File: src/rtl/uart_tx_arb_pkg.sv
// Shared types and widths for the UART transmit arbiter.
// Latency: n/a (declarations only).
// Backpressure: n/a (declarations only).
package uart_tx_arb_pkg;

  typedef enum logic [2:0] {
    IDLE,
    LOAD,
    WAIT_BUSY,
    WAIT_DONE,
    GAP
  } arb_state_t;

  // Inter-frame gap counter holds up to 255 idle cycles.
  localparam int GAP_W = 8;
  // Busy timeout counter holds up to 15 cycles.
  localparam int TMO_W = 4;

  // Width of a requester index; never below one bit.
  function automatic int idx_w(input int n);
    return (n > 1) ? $clog2(n) : 1;
  endfunction

endpackage

File: src/rtl/uart_tx_arbiter_if.sv
// Requester and transmitter signals of the UART transmit arbiter.
// Latency: n/a (wiring only).
// Backpressure: req_valid/req_ready per requester; tbr paces the transmitter side.
interface uart_tx_arbiter_if #(
  parameter int NUM_REQ = 4
);
  import uart_tx_arb_pkg::*;

  localparam int IW = idx_w(NUM_REQ);

  logic [NUM_REQ-1:0]   req_valid;
  logic [8*NUM_REQ-1:0] req_data;
  logic [NUM_REQ-1:0]   req_last;
  logic [NUM_REQ-1:0]   req_ready;
  logic [7:0]           tx_data;
  logic                 tx_load;
  logic                 tbr;
  logic [IW-1:0]        grant_id;
  logic                 busy;
  logic                 tx_err;

  // Requesters and transmitter model: drive bytes and tbr, observe the arbiter.
  modport master (
    output req_valid, req_data, req_last, tbr,
    input  req_ready, tx_data, tx_load, grant_id, busy, tx_err
  );

  // The arbiter itself.
  modport slave (
    input  req_valid, req_data, req_last, tbr,
    output req_ready, tx_data, tx_load, grant_id, busy, tx_err
  );

endinterface

File: src/rtl/uart_rr_pick.sv
// Round-robin picker: first masked request at or above rr_ptr, with wrap.
// Latency: purely combinational.
// Backpressure: none; the caller decides whether the pick is taken.
module uart_rr_pick
  import uart_tx_arb_pkg::*;
#(
  parameter int N = 4,
  localparam int IW = idx_w(N)
) (
  input  logic [N-1:0]  req,
  input  logic [IW-1:0] rr_ptr,
  input  logic [N-1:0]  mask,
  output logic [N-1:0]  grant,
  output logic [IW-1:0] idx,
  output logic          any
);

  logic [N-1:0]  cand;
  logic [IW-1:0] pos;

  // Scan from rr_ptr upward; the first eligible requester wins.
  always_comb begin
    cand  = req & mask;
    grant = '0;
    idx   = '0;
    any   = 1'b0;
    pos   = '0;
    for (int i = 0; i < N; i++) begin
      pos = IW'((int'(rr_ptr) + i) % N);
      if (!any && cand[pos]) begin
        any        = 1'b1;
        grant[pos] = 1'b1;
        idx        = pos;
      end
    end
  end

endmodule

File: src/rtl/uart_tx_arbiter.sv
// Shares one UART transmitter among NUM_REQ requesters, round-robin; optional packet lock via UART_TXA_LOCK_EN.
// Latency: acceptance edge to tx_load is 1 cycle; frames spaced by frame time + IFG_CYCLES + 2.
// Backpressure: req_ready only in IDLE with tbr=1; tx_err is sticky if tbr never falls after a load.
module uart_tx_arbiter
  import uart_tx_arb_pkg::*;
#(
  parameter int NUM_REQ      = 4,
  parameter int IFG_CYCLES   = 0,
  parameter int BUSY_TIMEOUT = 4
) (
  input logic              clk,
  input logic              rst,
  uart_tx_arbiter_if.slave bus
);

  localparam int IW = idx_w(NUM_REQ);

  arb_state_t       state, state_nxt;
  logic [IW-1:0]    rr_ptr;
  logic [TMO_W-1:0] tmo_cnt;
  logic [GAP_W-1:0] gap_cnt;

  logic [NUM_REQ-1:0] pick_mask;
  logic [NUM_REQ-1:0] pick_grant;
  logic [IW-1:0]      pick_idx;
  logic               pick_any;
  logic               accept;
  logic               tmo_hit;
  logic [IW-1:0]      rr_nxt;

`ifdef UART_TXA_LOCK_EN
  logic locked;

  // While a packet is in progress only its owner may be picked.
  always_comb pick_mask = locked ? (NUM_REQ'(1) << bus.grant_id) : '1;

  // Lock on a non-last byte, release on the last byte or on a busy timeout.
  always_ff @(posedge clk or posedge rst) begin
    if (rst)          locked <= 1'b0;
    else if (tmo_hit) locked <= 1'b0;
    else if (accept)  locked <= ~bus.req_last[pick_idx];
  end
`else
  wire unused_req_last = ^bus.req_last;

  // Byte-level arbitration: every requester is always eligible.
  always_comb pick_mask = '1;
`endif

  uart_rr_pick #(.N(NUM_REQ)) u_pick (
    .req    (bus.req_valid),
    .rr_ptr (rr_ptr),
    .mask   (pick_mask),
    .grant  (pick_grant),
    .idx    (pick_idx),
    .any    (pick_any)
  );

  assign accept        = (state == IDLE) && bus.tbr && pick_any;
  assign tmo_hit       = (state == WAIT_BUSY) && bus.tbr && (tmo_cnt == TMO_W'(BUSY_TIMEOUT - 1));
  assign rr_nxt        = IW'((int'(pick_idx) + 1) % NUM_REQ);
  assign bus.req_ready = (accept && !rst) ? pick_grant : '0;
  assign bus.tx_load   = (state == LOAD);
  assign bus.busy      = (state != IDLE);

  // State register.
  always_ff @(posedge clk or posedge rst) begin
    if (rst) state <= IDLE;
    else     state <= state_nxt;
  end

  // Sequence the transmitter through load, busy and done, then the idle gap.
  always_comb begin
    state_nxt = state;
    case (state)
      IDLE:      if (accept) state_nxt = LOAD;
      LOAD:      state_nxt = WAIT_BUSY;
      WAIT_BUSY: begin
        if (!bus.tbr)     state_nxt = WAIT_DONE;
        else if (tmo_hit) state_nxt = IDLE;
      end
      WAIT_DONE: if (bus.tbr) state_nxt = (IFG_CYCLES > 0) ? GAP : IDLE;
      GAP:       if (gap_cnt == '0) state_nxt = IDLE;
      default:   state_nxt = IDLE;
    endcase
  end

  // Capture the winner's byte, advance the pointer, run gap and timeout counters.
  always_ff @(posedge clk or posedge rst) begin
    if (rst) begin
      bus.tx_data  <= '0;
      bus.grant_id <= '0;
      bus.tx_err   <= 1'b0;
      rr_ptr       <= '0;
      tmo_cnt      <= '0;
      gap_cnt      <= '0;
    end else begin
      if (accept) begin
        bus.tx_data  <= bus.req_data[8*int'(pick_idx) +: 8];
        bus.grant_id <= pick_idx;
`ifdef UART_TXA_LOCK_EN
        if (bus.req_last[pick_idx]) rr_ptr <= rr_nxt;
`else
        rr_ptr <= rr_nxt;
`endif
      end
      if (state == LOAD) tmo_cnt <= '0;
      else if (state == WAIT_BUSY && bus.tbr && !tmo_hit) tmo_cnt <= tmo_cnt + 1'b1;
      if (tmo_hit) bus.tx_err <= 1'b1;
      if (state == WAIT_DONE && bus.tbr && IFG_CYCLES > 0) gap_cnt <= GAP_W'(IFG_CYCLES - 1);
      else if (state == GAP && gap_cnt != '0) gap_cnt <= gap_cnt - 1'b1;
    end
  end

endmodule

File: src/flat_wrapper.sv
// flat-port wrapper written by rule: the top's interface ports become plain ports
module uart_tx_arbiter_flat import uart_tx_arb_pkg::*;
#(
  parameter int NUM_REQ      = 4,
  parameter int IFG_CYCLES   = 0,
  parameter int BUSY_TIMEOUT = 4
)
  (clk, rst, bus_req_valid, bus_req_data, bus_req_last, bus_tbr, bus_req_ready, bus_tx_data, bus_tx_load, bus_grant_id, bus_busy, bus_tx_err);
  uart_tx_arbiter_if #(.NUM_REQ(NUM_REQ)) bus_i ();
  input logic clk;
  input logic rst;
  input wire logic [$bits(bus_i.req_valid)-1:0] bus_req_valid;
  input wire logic [$bits(bus_i.req_data)-1:0] bus_req_data;
  input wire logic [$bits(bus_i.req_last)-1:0] bus_req_last;
  input wire logic [$bits(bus_i.tbr)-1:0] bus_tbr;
  output wire logic [$bits(bus_i.req_ready)-1:0] bus_req_ready;
  output wire logic [$bits(bus_i.tx_data)-1:0] bus_tx_data;
  output wire logic [$bits(bus_i.tx_load)-1:0] bus_tx_load;
  output wire logic [$bits(bus_i.grant_id)-1:0] bus_grant_id;
  output wire logic [$bits(bus_i.busy)-1:0] bus_busy;
  output wire logic [$bits(bus_i.tx_err)-1:0] bus_tx_err;
  assign bus_i.req_valid = bus_req_valid;
  assign bus_i.req_data = bus_req_data;
  assign bus_i.req_last = bus_req_last;
  assign bus_i.tbr = bus_tbr;
  assign bus_req_ready = bus_i.req_ready;
  assign bus_tx_data = bus_i.tx_data;
  assign bus_tx_load = bus_i.tx_load;
  assign bus_grant_id = bus_i.grant_id;
  assign bus_busy = bus_i.busy;
  assign bus_tx_err = bus_i.tx_err;
  uart_tx_arbiter #(.NUM_REQ(NUM_REQ), .IFG_CYCLES(IFG_CYCLES), .BUSY_TIMEOUT(BUSY_TIMEOUT)) u_core (.clk(clk), .rst(rst), .bus(bus_i));
endmodule
File: config.mk
export PLATFORM = sky130hd
export DESIGN_NAME = uart_tx_arbiter_flat
export DESIGN_NICKNAME = d
export VERILOG_FILES = /design/src/rtl/uart_tx_arb_pkg.sv /design/src/rtl/uart_tx_arbiter_if.sv /design/src/rtl/uart_rr_pick.sv /design/src/rtl/uart_tx_arbiter.sv /design/src/flat_wrapper.sv
export SDC_FILE = /design/constraint.sdc
export NUM_CORES = 1
export LEC_CHECK = 0
export BUFFER_PORTS_ARGS = -buffer_cell sky130_fd_sc_hd__buf_2
export CORE_UTILIZATION = 44
export CTS_CLUSTER_SIZE = 8
export DETAILED_ROUTE_END_ITERATION = 6
export MAX_ROUTING_LAYER = met4
export PLACE_DENSITY = 0.77
export SLEW_MARGIN = 40
export SYNTH_ARGS = -nofsm -noshare
export SYNTH_HDL_FRONTEND = slang
export SYNTH_HIERARCHICAL = 1
export SYNTH_SLANG_ARGS = --single-unit
File: constraint.sdc
create_clock -name clk -period 3.4 [get_ports clk]
set_input_delay 0.17 -clock clk [delete_from_list [all_inputs] [get_ports clk]]
set_output_delay 0.17 -clock clk [all_outputs]
set_load 0.02 [all_outputs]
* Word level (Yosys, flattened, before mapping) *
Cells that the tools add are included.

storage, ports and cells
  input port bits = 43
  bits in registers = 28
  word-level logic and storage cells = 96

operators by class
  mux-type cells = 37
  add/subtract/negate cells = 6
  equal/unequal tests = 9
  shift-type cells = 1
  magnitude comparators = 8
  reductions and logical operators = 25
  bitwise operators = 3

operators with widths
  operator                                                                  number
  32-bit by 6-bit indexed part select with 8-bit output                     1
  4-bit two-way mux                                                         7
  3-bit two-way mux                                                         5
  3-bit case mux with 5 select lines                                        1
  1-bit logical AND                                                         14
  2-bit by 3-bit < comparator with 1-bit output (second input constant)     4
  1-bit two-way mux                                                         12
  4-bit bitwise OR                                                          3
  1-bit binary-select mux with 2-bit select                                 4
  1-bit demux with 2-bit select                                             4
  2-bit by 1-bit >= comparator with 1-bit output (second input constant)    4
  8-bit zero test                                                           1
  2-bit two-way mux                                                         4
  8-bit nonzero test                                                        1
  8-bit by 1-bit subtractor with 8-bit output (second input constant)       1
  3-bit by 2-bit == test with 1-bit output (second input constant)          2
  1-bit zero test                                                           5
  2-bit by 1-bit adder with 2-bit output (second input constant)            2
  2-bit adder (second input constant)                                       2
  4-bit by 1-bit adder with 4-bit output (second input constant)            1
  4-bit by 2-bit == test with 1-bit output (second input constant)          1
  2-bit by 1-bit inequality test with 1-bit output (second input constant)  2
  4-bit AND reduction                                                       1
  3-bit by 1-bit == test with 1-bit output (second input constant)          1
  other kinds (6)                                                           6

* Longest topological paths before layout *
  word-level depth = 15
  mapped depth = 13

* By module *
The synthesis kept the hierarchy.

by module, submodules not included
  module           seq. area each (um^2)  area an instance (um^2)  cells an instance  times used
  uart_tx_arbiter  475.5                  1083.5                   79                 1
  uart_rr_pick     0.0                    496.7                    65                 1

* Worst setup path before layout *
OpenSTA, ideal clock, no wires.

  path type = reg2reg
  start = register u_core.rr_ptr[0]
  end = register u_core.bus.tx_data[0]
  cell stages (with the launch flop) = 13
  library setup time = 0.125 ns
  buffers on the path = 3
  data arrival time = 3.400 ns
  data required time = 3.275 ns
  slack = -0.125 ns
  clock period less this slack = 3.525 ns
  path through = dfrtp_1 -> buf_2 -> inv_1 -> ha_1 -> inv_2 -> mux4_2 -> and4b_1 -> buf_4 -> a21bo_1 -> a41oi_2 -> buf_1 -> mux4_2 -> mux2_4

on the way
  word-level cells in the longest chain between the ends = 13
  elaborated cells between the ends (all ways) = 27
  those cells by class = add/sub (3); shift (1); mux (16); reduce/logical (7)

ends and longest elaborated chain
  what                                                                             line                      source
  from (decl)                                                                      uart_tx_arbiter.sv:19     logic [IW-1:0] rr_ptr;
  from (signal assigned)                                                           uart_tx_arbiter.sv:104    rr_ptr <= rr_nxt;
  branches (longest 11 deep; another with 2-bit by 1-bit adder with 2-bit output)  --
  2-bit two-way mux *                                                              uart_rr_pick.sv:30        if (!any && cand[pos]) begin
  via u_core.pick_idx[1]                                                           uart_tx_arbiter.sv:25     logic [IW-1:0] pick_idx;
  32-bit by 6-bit indexed part select with 8-bit output *                          uart_tx_arbiter.sv:99     bus.tx_data <= bus.req_data[8*int'(pick_idx) +: 8];
  to (signal assigned)                                                             uart_tx_arbiter.sv:99
  to (decl)                                                                        uart_tx_arbiter_if.sv:31  output req_ready, tx_data, tx_load, grant_id, busy, tx_err

Mark *: on every way through the listed nets, which the timed path passes. The select of a mux whose other input is x is not followed.
A chain may end at the register's enable or synchronous reset.

* Worst setup path in the final report *
  start = register u_core.rr_ptr[1]
  end = output port bus_req_ready[3]

on the way
  word-level cells in the longest chain between the ends = 15
  elaborated cells between the ends (all ways) = 51
  those cells by class = add/sub (3); order compare (8); mux (25); bitwise (3); reduce/logical (12)

ends and longest elaborated chain
  what                                                                             line                   source
  branches (longest 11 deep; another with 2-bit by 1-bit adder with 2-bit output)  --
  1-bit two-way mux *                                                              uart_rr_pick.sv:30
  via u_core.pick_any                                                              uart_tx_arbiter.sv:26  logic pick_any;
  1-bit logical AND *                                                              uart_tx_arbiter.sv:59  assign accept = (state == IDLE) && bus.tbr && pick_any;
  1-bit logical AND *                                                              uart_tx_arbiter.sv:62  assign bus.req_ready = (accept && !rst) ? pick_grant : '0;
  4-bit two-way mux *                                                              uart_tx_arbiter.sv:62
  to (decl)                                                                        flat_wrapper.sv:16     output wire logic [$bits(bus_i.req_ready)-1:0] bus_req_ready;

Marks and branches as above.

==> impl_metrics.csv <==
group,metric,value,unit
synthesis,ys_seq_area_share,30.1,%
timing,fin_crit,3.21,ns
timing,drv_slew,0,
die,fp.dieArea,0.00384,sq mm
timing,rsz0062_at_grt,"no",
setup_path,worstPathMaxFanout,19,
setup_path,worstReg2RegStart,"u_core/rr_ptr[1]",
timing,clock-skew-final,0.00358,ns
routing,antenna_left,0,
clocking,cts_htree_levels,1,
synthesis,syn_inst,144,
power,p_leak,0.000965,uW
synthesis,netlist_area,0.00158,sq mm
die,die_y,61.9,um
global_routing,grt_pass1_vias,1304,
placement,gp_congestion,0.911,
global_routing,grt_usage,19.7,%
setup_path,required,3.23,ns
setup_path,r2r_setup_slack,0.24,ns
setup_path,path_class,"flop to output pin",
synthesis,synth_top_area_share,30.1,%
power,ir_worst_vdd,0.000662,V
synthesis,yosys.area.top_type,"dfrtp_1",
routing,vias_per_cell,5.41,
finish,regArea,475,sq um
synthesis,muxShareOfSynthArea,26.4,%
finish,nNetsFinal,264,
die,coreArea,0.00339,sq mm
setup_path,cp_slowest_cell,"mux4_2",
setup_path,crit_path_start_kind,"flop",
finish,area.growth.synth_to_final,25.7,%
routing,wl,3380,um
synthesis,synth_ff_type,"dfrtp_1",
synthesis,synth_compound_area_share,15.7,%
finish,post_route_cells_drive_above_1_share,46.2,%
synthesis,syn_avg_cell_area,11.0,sq um
clocking,cts_buffer_depth,2,
synthesis,ys_ff_latch,19,
global_routing,grt.overflow.total,0,
timing,clock.fmax,311,MHz
routing,drc_errors,0,
min_path,hold_path_class,"primary input to flop",
setup_path,cp_num_buf_inv,4,
finish,final_util,58.6,%
synthesis,netlist_top_cells_area,"dfrtp_1, mux4_2, mux2_4, ha_1, a21oi_1",
die,ios,60,
clocking,cts-root-buf,"clkbuf_4",
min_path,hp-start,"bus_tbr",
finish,diodes,0,
placement,dp_hpwl,2720,um
timing,fin_tns_setup,0,ns
clocking,cts_tree,"built",
min_path,holdPathEnd,"u_core/state[1]",
clocking,clock_latency,0.30,ns
finish,multiInputGateArea,0.00106,sq mm
synthesis,synth-xor-area-share,0.554,%
synthesis,synthAdderAreaFrac,6.33,%
synthesis,yosys.area_share.simple,15.4,%
setup_path,worstSetupEndpointType,"output pin",
setup_path,reg2reg_depth,10,
die,die_w,61.9,um
routing,wl_per_cell,13.1,um
global_routing,grt_max_degree,24,
die,start_util,46.6,%
setup_path,crit_start,"u_core/rr_ptr[1]",
setup_path,path_cells,"inv_1 > ha_1 > inv_2 > mux4_2 > and4b_1 > nand3_1 > nor4bb_4 > buf_4 > and3_2 > buf_2",
synthesis,ys_types,45,
clocking,cts.sink_count,19,
clocking,clkTransAtPathRegs,0.11,ns
timing,whs,0.122,ns
power,power_density,895,mW/mm^2
global_routing,grt_pass1_wl,5480,um
placement,portBuffers,55,
finish,n_fill_cell,274,
synthesis,async_reset_ff_share,100,%
die,fp-row-count,21,
timing,hold_viol,0,
setup_path,max_stage_delay,0.55,ns
synthesis,synth_edf_count,0,
min_path,holdPathStages,2,
routing,vias,1395,
clocking,cts_buffers,3,
job,maxCapViolCount,0,
routing,drt_iter0_drc,48,
setup_path,arrival,3.04,ns
routing,drt_first_pass_iters,4,
timing,setup_viol,0,
synthesis,yosys_warnings,6,
setup_path,critical_path.top_delay_family,"simple AND/OR/NAND/NOR gates",
setup_path,r2r_end,"u_core/bus.tx_data[5]",
synthesis,synth_top_family_by_area,"multiplexers",
timing,fin_crit_sh,94.5,%
status,status,"complete, no violations",
global_routing,antenna_found_initial,0,
==> final cells by class <==
type                            instances  area share (%)
Tap cell                               46            2.90
Inverter                                7            1.32
Clock inverter                          1           0.252
Sequential cell                        19            23.9
Multi-Input combinational cell        119            53.4
Clock buffer                            3            1.13
Timing Repair Buffer                   63            17.0
==> worst reg2reg max path: stages, from the launching register on <==
cell and delay, ns:
dfrtp_1 0.37, inv_1 0.06, ha_1 0.37, inv_2 0.10
mux4_2 0.55, and4b_1 0.41, a21bo_1 0.24, a41oi_2 0.17
buf_4 0.22, mux4_2 0.31, mux2_4 0.27
==> cell usage after synthesis, types with 6 or more instances <==
cell type  instances
a21oi_1           11
dfrtp_1           19
ha_1               8
inv_1              6
mux2_4             7
mux4_2            10
nand2_1            8
nand3_1            6
nor2_1             7
o21ai_0            6
==> placed cells by master, fill, tap and decap left out, types with 3 or more instances in the layout <==
master,Yosys,layout
a21oi_1,11,11
a22oi_1,4,4
and2_1,4,4
and3_2,4,4
buf_2,2,55
buf_4,1,7
clkbuf_4,0,3
conb_1,1,9
dfrtp_1,19,19
ha_1,8,8
inv_1,6,5
mux2_2,3,3
mux2_4,7,7
mux4_2,10,10
nand2_1,8,8
nand3_1,6,6
nor2_1,7,6
o21ai_0,6,5
o22ai_1,4,4
==> where the power goes <==
| group | leakage [uW] | switching (uW) | internal [uW] | total, uW |
|---|---|---|---|---|
| clock | 0.0000177 | 68.3 | 43.8 | 112 |
| combinational | 0.000714 | 633 | 638 | 1270 |
| sequential | 0.000233 | 69.0 | 326 | 395 |
==> what timing repair did <==
action	in CTS	in global routing
setup buffers	0	0
endpoints found under the hold margin	0	19
hold buffers	0	1
resized for setup	0	0
==> worst max path at each step <==
stage / to / slack (ns) / depth (start not counted)
final: bus_req_ready[3] / 0.19 / 10
after global routing: bus_req_ready[2] / 0.04 / 10
after CTS: bus_req_ready[3] / 0.18 / 10
after detailed placement: u_core/bus.tx_data[1] / 0.26 / 9
after global placement: u_core/bus.tx_data[1] / 0.28 / 9
after floorplan: u_core/bus.tx_data[0] / 0.04 / 12
==> stage by stage <==
stage | power [uW] | cell area (sq um) | cells | worst slack (ns)
detailed placement | 1670 | 1950 | 253 | 0.259
finish | 1780 | 1990 | 258 | 0.188
global route | 1910 | 1990 | 258 | 0.0353
CTS | 1790 | 1980 | 257 | 0.182
floorplan | 1400 | 1610 | 152 | 0.0395
global placement | 1640 | 1950 | 253 | 0.284
==> state kept, by name, indices dropped and copies added (netlist names) <==
name	cells
u_core/bus.tx_data	8
u_core/state	2
u_core/bus.grant_id	2
u_core/bus.tx_err	1
u_core/rr_ptr	2
u_core/tmo_cnt	4
==> logic make-up after synthesis <==
| logic type | after synthesis |
|---|---|
| compound gates | 37 |
| xor+xnor | 1 |
| fa+ha+maj | 8 |
| buf+inv | 14 |
| flops | 19 |
| mux | 22 |
| other cells | 1 |
| simple gates | 42 |
==> layer usage <==
metal  vias to the layer above  track usage, %  share of wire (%)  wire, um
met3                         2            3.11                3.9       133
met2                        40            34.6                 51      1730
met1                       671            23.6                 44      1490
met4                         0            4.76               0.62        21
li1                        682               -                  -         -
met5                         -               -                  0         0
No activity file was read; power rests on OpenSTA's default activity.
